===== config.mk =====
export PLATFORM = sky130hd
export DESIGN_NAME = nt_seq_trigger_monitor
export DESIGN_NICKNAME = d
export VERILOG_FILES = /design/src/rtl/nt_seq_trigger_monitor.sv
export SDC_FILE = /design/constraint.sdc
export NUM_CORES = 1
export LEC_CHECK = 0
export ABC_AREA = 1
export BUFFER_PORTS_ARGS = -buffer_cell sky130_fd_sc_hd__buf_2
export CAP_MARGIN = 20
export CORE_UTILIZATION = 55
export CTS_CLUSTER_DIAMETER = 50
export DETAILED_ROUTE_END_ITERATION = 6
export PLACE_DENSITY = 0.76
export SETUP_SLACK_MARGIN = 0.2
export SLEW_MARGIN = 20
export SYNTH_ARGS = -nofsm -noshare
export SYNTH_HDL_FRONTEND = slang
export SYNTH_SLANG_ARGS = --single-unit

===== constraint.sdc =====
create_clock -name I1470 -period 2.44 [get_ports I1470]
set_input_delay 0.244 -clock I1470 [delete_from_list [all_inputs] [get_ports I1470]]
set_output_delay 0.244 -clock I1470 [all_outputs]
set_load 0.02 [all_outputs]

===== src/rtl/nt_seq_trigger_monitor.sv =====
`default_nettype none
// +----------------------------------------------------------------------------+
// | nt_seq_trigger_monitor: serial pattern matcher, saturating hit counter,   |
// | sticky alarm, 4-phase clear handshake.            Revision: 1.0           |
// +----------------------------------------------------------------------------+
module nt_seq_trigger_monitor #(
  parameter int                 PAT_LEN = 4,
  parameter logic [PAT_LEN-1:0] PATTERN = 4'b1011,
  parameter int                 CNT_W   = 8,
  parameter int                 THRESH  = 3
) (
  input  logic             I1470,
  input  logic             I1477,
  input  logic             din_valid,
  input  logic             din,
  input  logic             clr_req,
  output logic             clr_ack,
  output logic             match,
  output logic [CNT_W-1:0] match_cnt,
  output logic             alarm
);

  localparam int                   c_fill_w    = $clog2(PAT_LEN + 1);
  localparam logic [c_fill_w-1:0]  c_fill_full = c_fill_w'(PAT_LEN);
  localparam logic [c_fill_w-1:0]  c_fill_hit  = c_fill_w'(PAT_LEN - 1);
  localparam logic [CNT_W-1:0]     c_cnt_max   = '1;
  localparam logic [CNT_W-1:0]     c_thresh    = CNT_W'(THRESH);

  localparam logic [1:0] c_st_fill  = 2'd0;
  localparam logic [1:0] c_st_armed = 2'd1;
  localparam logic [1:0] c_st_alarm = 2'd2;
  localparam logic [1:0] c_st_clear = 2'd3;

  logic [1:0]          state_q, state_d;
  logic [PAT_LEN-2:0]  sr_q, sr_d;
  logic [c_fill_w-1:0] fill_q, fill_d;
  logic [CNT_W-1:0]    cnt_q, cnt_d;
  logic                match_q, match_d;
  logic                alarm_q, alarm_d;
  logic                ack_q, ack_d;

  logic               w_accept;
  logic [PAT_LEN-1:0] w_window;
  logic               w_hit;

  // Only the newest PAT_LEN-1 bits are stored; the current beat completes the window.
  assign w_accept = din_valid & (state_q != c_st_clear) & ~clr_req;
  assign w_window = {sr_q, din};
  assign w_hit    = w_accept & (fill_q >= c_fill_hit) & (w_window == PATTERN);

  always_comb begin
    state_d = state_q;
    sr_d    = sr_q;
    fill_d  = fill_q;
    cnt_d   = cnt_q;
    match_d = 1'b0;
    if (clr_req || (state_q == c_st_clear)) begin
      state_d = clr_req ? c_st_clear : c_st_fill;
      sr_d    = '0;
      fill_d  = '0;
      cnt_d   = '0;
    end else begin
      if (w_accept) begin
        sr_d = w_window[PAT_LEN-2:0];
        if (fill_q != c_fill_full) fill_d = fill_q + 1'b1;
      end
      if (w_hit) begin
        match_d = 1'b1;
        if (cnt_q != c_cnt_max) cnt_d = cnt_q + 1'b1;
      end
      case (state_q)
        c_st_fill: begin
          if (fill_d == c_fill_full)
            state_d = (cnt_d >= c_thresh) ? c_st_alarm : c_st_armed;
        end
        c_st_armed: begin
          if (cnt_d >= c_thresh) state_d = c_st_alarm;
        end
        default: ;
      endcase
    end
    alarm_d = (state_d == c_st_alarm);
    ack_d   = (state_d == c_st_clear);
  end

  always_ff @(posedge I1470 or negedge I1477) begin
    if (!I1477) begin
      state_q <= c_st_fill;
      sr_q    <= '0;
      fill_q  <= '0;
      cnt_q   <= '0;
      match_q <= 1'b0;
      alarm_q <= 1'b0;
      ack_q   <= 1'b0;
    end else begin
      state_q <= state_d;
      sr_q    <= sr_d;
      fill_q  <= fill_d;
      cnt_q   <= cnt_d;
      match_q <= match_d;
      alarm_q <= alarm_d;
      ack_q   <= ack_d;
    end
  end

  assign clr_ack   = ack_q;
  assign match     = match_q;
  assign match_cnt = cnt_q;
  assign alarm     = alarm_q;

endmodule
`default_nettype wire


== Yosys cells after proc, flatten, opt, wreduce, memory -nomap -nowiden ==
Cells that the tools add are included.

* Register bits: 19
* Input port bits: 5
* Word-level logic and storage cells: 46

* Add/sub/neg operators: 2
* Magnitude comparators: 2
* Eq/ne operators: 9
* Mux-type cells: 18
* Bitwise gates (word level): 5
* Reductions and logical operators: 3

{| class="wikitable"
|+ Operators by type and width
! kind !! number
|-
| 8-bit 2-to-1 mux || 4
|-
| 3-bit 2-to-1 mux || 6
|-
| 2-bit 2-to-1 mux || 5
|-
| 8-bit by 1-bit adder with 8-bit output (second input constant) || 1
|-
| 8-bit by 2-bit greater-or-equal comparator with 1-bit output (second input constant) || 1
|-
| 8-bit inequality test (second input constant) || 1
|-
| 2-bit == test (second input constant) || 3
|-
| 1-bit AND || 4
|-
| 4-bit == test (second input constant) || 1
|-
| 2-bit one-hot mux with 2 select lines || 1
|-
| 3-bit by 1-bit adder with 3-bit output (second input constant) || 1
|-
| 3-bit == test (second input constant) || 1
|-
| 3-bit by 2-bit greater-or-equal comparator with 1-bit output (second input constant) || 1
|-
| 3-bit inequality test (second input constant) || 1
|-
| 2-bit by 1-bit == test with 1-bit output (second input constant) || 1
|-
| 2-bit zero test || 1
|-
| 1-bit 2-to-1 mux || 2
|-
| 2-bit inequality test (second input constant) || 1
|-
| 2-bit nonzero test || 1
|-
| 1-bit logical OR || 1
|-
| 1-bit inverter || 1
|}

== Longest topological paths before layout ==
* Depth after elaboration: 13
* Gate-level depth with buffers: 15
* Depth with buffers taken out: 14

== Worst setup path after synthesis ==
No wires, ideal clock.

* Kind: register to register
* Start: register fill_q[0]
* End: register alarm_q (netlist: alarm)
* Data arrival time: 1.712 ns
* Required time: 2.322 ns
* Slack: 0.610 ns
* Stages on the path, launching flop included: 16
* Cells stage by stage: dfrtp_1 ha_1 ha_1 nor2_1 nand2_1 nand2_2 nor2_4 buf_6 nand2_1 nand2_1 inv_2 nand2_1 nor2_1 nand2_1 a21oi_2 nor2_1

* Word-level cells in the longest chain between the ends: 11
* Elaborated cells between the ends (all ways): 18
* Those cells by class: 1 x add/sub; 2 x order compare; 3 x eq/ne; 10 x mux; 2 x bitwise

{| class="wikitable"
|+ Ends and longest elaborated chain
! item !! line !! text
|-
| from (decl) || 36 || <nowiki>logic [c_fill_w-1:0] fill_q, fill_d;</nowiki>
|-
| from (signal assigned) || 98 || <nowiki>fill_q <= fill_d;</nowiki>
|-
| 3-bit by 2-bit greater-or-equal comparator with 1-bit output || 49 || <nowiki>assign w_hit = w_accept & (fill_q >= c_fill_hit) & (w_window == PATTERN);</nowiki>
|-
| 1-bit AND (2 in series) || 49 ||
|-
| 8-bit 2-to-1 mux || 67 || <nowiki>if (w_hit) begin</nowiki>
|-
| 8-bit 2-to-1 mux || 57 || <nowiki>if (clr_req || (state_q == c_st_clear)) begin</nowiki>
|-
| 8-bit by 2-bit greater-or-equal comparator with 1-bit output || 74, 77 ||
|-
| 2-bit 2-to-1 mux || 74 || <nowiki>state_d = (cnt_d >= c_thresh) ? c_st_alarm : c_st_armed;</nowiki>
|-
| 2-bit 2-to-1 mux || 73 || <nowiki>if (fill_d == c_fill_full)</nowiki>
|-
| 2-bit one-hot mux with 2 select lines * || 71 || <nowiki>case (state_q)</nowiki>
|-
| 2-bit 2-to-1 mux * || 57 ||
|-
| 2-bit == test * || 82 || <nowiki>alarm_d = (state_d == c_st_alarm);</nowiki>
|-
| via alarm_d || 39 || <nowiki>logic alarm_q, alarm_d;</nowiki>
|-
| to (signal assigned) || 101 || <nowiki>alarm_q <= alarm_d;</nowiki>
|-
| to (decl) || 39 ||
|}

Mark *: on every way through the listed nets, which the timed path passes. The rest lies on a longest branch. The select of a mux whose other input is x is not followed.
A chain may end at the register's enable or synchronous reset.

==> impl_metrics.csv <==
group,metric,value,unit
setup_path,critPathMaxFanout,11,
outcome,outcome,"finished, final reports clean",
placed_design,place_congestion,0.859,
cts,clock-sinks,19,
setup_path,r2r_start,"fill_q[0]",
floorplanning,start_util,0.594,
synthesis,async_flop_share,1.00,
setup_path,rr_worst_depth,13,
timing,hold_violations,0,
power,power.density,424,nW/um^2
cts,clk_pin_slew,120,ps
setup_path,worstSetupPathType,"reg -> reg",
timing,fin_crit,1920,ps
placed_design,port_buffers,15,
synthesis,yosys_most_used_dff,"dfrtp_1",
placed_design,hpwl,1670,um
grt,grt_pass1_wl,3380,um
cts,insertion_delay,310,ps
finish,fill_cells,181,
synthesis,ys_seq_area_frac,0.404,
synthesis,synth_cells,161,
cts,cts_buffer_depth,2,
routing,ant_nets,0,
finish,syn_to_final_growth,11.1,%
setup_path,cp-end-kind,"register",
grt,grt_max_degree,20,
routing,drc,0,
synthesis,ys_warn_count,0,
placed_design,placed_area,1270,sq um
finish,final_layout_size_suffix_gt1_frac,0.225,
synthesis,avgSynthCellArea,7.31,sq um
routing,dr.pass1.iters,4,
synthesis,synth_seq_cells,19,
timing,drv_slew,0,
routing,vias,1015,
setup_path,startpoint_type,"register",
grt,antenna_found_initial,0,
timing,final.period_utilization,0.787,
hold_path,hold_class,"in -> reg",
setup_path,ff2ff_setup_slack,520,ps
synthesis,syn_area,1180,sq um
synthesis,ys_types,24,
job,maxCapViolations,0,
cts,htree_levels,1,
grt,overflow,0,
finish,regArea,475,sq um
floorplanning,die_height,48.3,um
timing,setup_viol,0,
finish,multi_input_area,589,sq um
floorplanning,dieArea,2330,sq um
cts,cts_made_buffers,3,
timing,skew,7.84,ps
setup_path,cp.required,2650,ps
synthesis,synth_edf_count,0,
timing,relSlewSlack,0.724,
grt,grt_pass1_vias,812,
floorplanning,fp.dieW,48.3,um
finish,antenna_cells,0,
cts,root_buffer,"clkbuf_4",
hold_path,whs_path_depth,1,
hold_path,holdCritStartpoint,"clr_req",
routing,vias_per_cell,4.95,
finish,nets,188,
floorplanning,fp-row-count,16,
timing,grt_setup_unrepaired,"no",
finish,final_area,1310,sq um
routing,routed_wl,2190,um
floorplanning,core,1980,sq um
cts,cts_setup_buffers,0,
timing,tns,0,ps
timing,fmax,521,MHz
floorplanning,pin_count,16,
synthesis,syn-num-nets,170,
power,leakage,0.000691,uW
routing,drt_iter0_drc,15,
routing,drt-wirelength-per-cell,10.7,um
grt,grtUsageTotal,0.213,
setup_path,critical_path.startpoint,"fill_q[0]",
setup_path,cp.arrival,2130,ps
timing,tightest_slew,414,ps
cts,cts_tree,"built",
power,vdd_drop_max,0.368,mV
final timing paths:
path                              endpoint
worst max register to register    register
max in group asynchronous       state_q[0]
min in group asynchronous          sr_q[1]
worst min-delay path               clr_ack
worst min register to register     sr_q[2]
worst max-delay path              register
per-layer routing:
| layer | vias up | global-route usage | routed length, um | share of wire |
|---|---|---|---|---|
| li1 | 528 | - | - | - |
| met1 | 456 | 0.303 | 1100 | 0.50 |
| met2 | 27 | 0.317 | 965 | 0.44 |
| met3 | 4 | 0.0444 | 94 | 0.043 |
| met4 | 0 | 0.0833 | 31 | 0.014 |
| met5 | - | 0 | 0 | 0 |
kinds of logic after synthesis:
family | share of synthesized area
flip-flops | 0.404
XOR/XNOR | 0.00744
buffers and inverters | 0.0956
AND/OR/NAND/NOR | 0.393
AO/OA/AOI/OAI | 0.0574
adder cells (fa/ha/maj) | 0.0425
power breakdown:
| part | total [uW] | switching, uW | internal (uW) | leakage [uW] |
|---|---|---|---|---|
| Combinational | 56.7 | 39.5 | 17.2 | 0.000422 |
| Clock | 169 | 106 | 62.6 | 0.0000139 |
| Sequential | 329 | 5.56 | 323 | 0.000255 |
critical path, stage by stage (launching register included):
cell and delay, ps:
dfrtp_1 410, ha_1 160, ha_1 130, nor2_1 40, nand2_1 100, nand2_2 80, nor2_4 220, nand3_1 120
nand2_1 120, nor2_1 50, nor2_1 120, nand2_1 80, a21oi_2 140, inv_1 50
through the flow:
stage                     setup slack [ps]  total power, uW   util  hold WS [ps]  cells
after floorplan                        610              372      -         -51.6    161
after global placement                 612              389  0.640           196    200
after detailed placement               546              391  0.640           200    200
after CTS                              527              560  0.660          45.6    205
after global routing                   348              580  0.660          34.9    205
final                                  521              554  0.660          56.2    205
registers in the layout, indices dropped and copies added (netlist names), named ones only:
| name | count |
|---|---|
| fill_q | 3 |
| match | 1 |
| sr_q | 3 |
| alarm | 1 |
| clr_ack | 1 |
| match_cnt | 8 |
| state_q | 1 |
synth_stat cells (2+ instances only):
cell type	number	share of area
a21oi_2	2	0.015
clkbuf_1	2	0.0064
dfrtp_1	19	0.40
ha_1	4	0.043
inv_1	19	0.061
inv_2	5	0.016
nand2_1	51	0.16
nand2_2	5	0.027
nand3_1	14	0.060
nor2_1	18	0.057
nor2_2	2	0.011
nor2_4	4	0.038
o21ai_0	3	0.013
o21ai_1	2	0.0085
o22ai_1	2	0.011
cell type report:
type,count,share of cell area
Clock buffer,3,0.0172
Clock inverter,1,0.00574
Inverter,25,0.0718
Multi-Input combinational cell,114,0.451
Sequential cell,19,0.364
Tap cell,27,0.0258
Timing Repair Buffer,16,0.0651
placed cells by master, fill, tap and decap left out, drive strengths merged:
| cell type | count |
|---|---|
| clkbuf | 3 |
| clkinv | 1 |
| o22ai | 2 |
| buf | 15 |
| inv | 24 |
| a21boi | 1 |
| dfrtp | 19 |
| xnor2 | 1 |
| nor2 | 24 |
| nand4 | 1 |
| a21oi | 3 |
| clkinvlp | 1 |
| ha | 4 |
| nand2 | 57 |
| nand3 | 16 |
| dlygate4sd3 | 1 |
| o21ai | 5 |
repair_timing:
action / 4_1_cts / 5_1_grt
gates resized for setup: 0 / 0
hold buffers: 1 / 0
hold endpoints to repair: 19 / 0
Note: power is estimated with default switching activity, not from simulation.
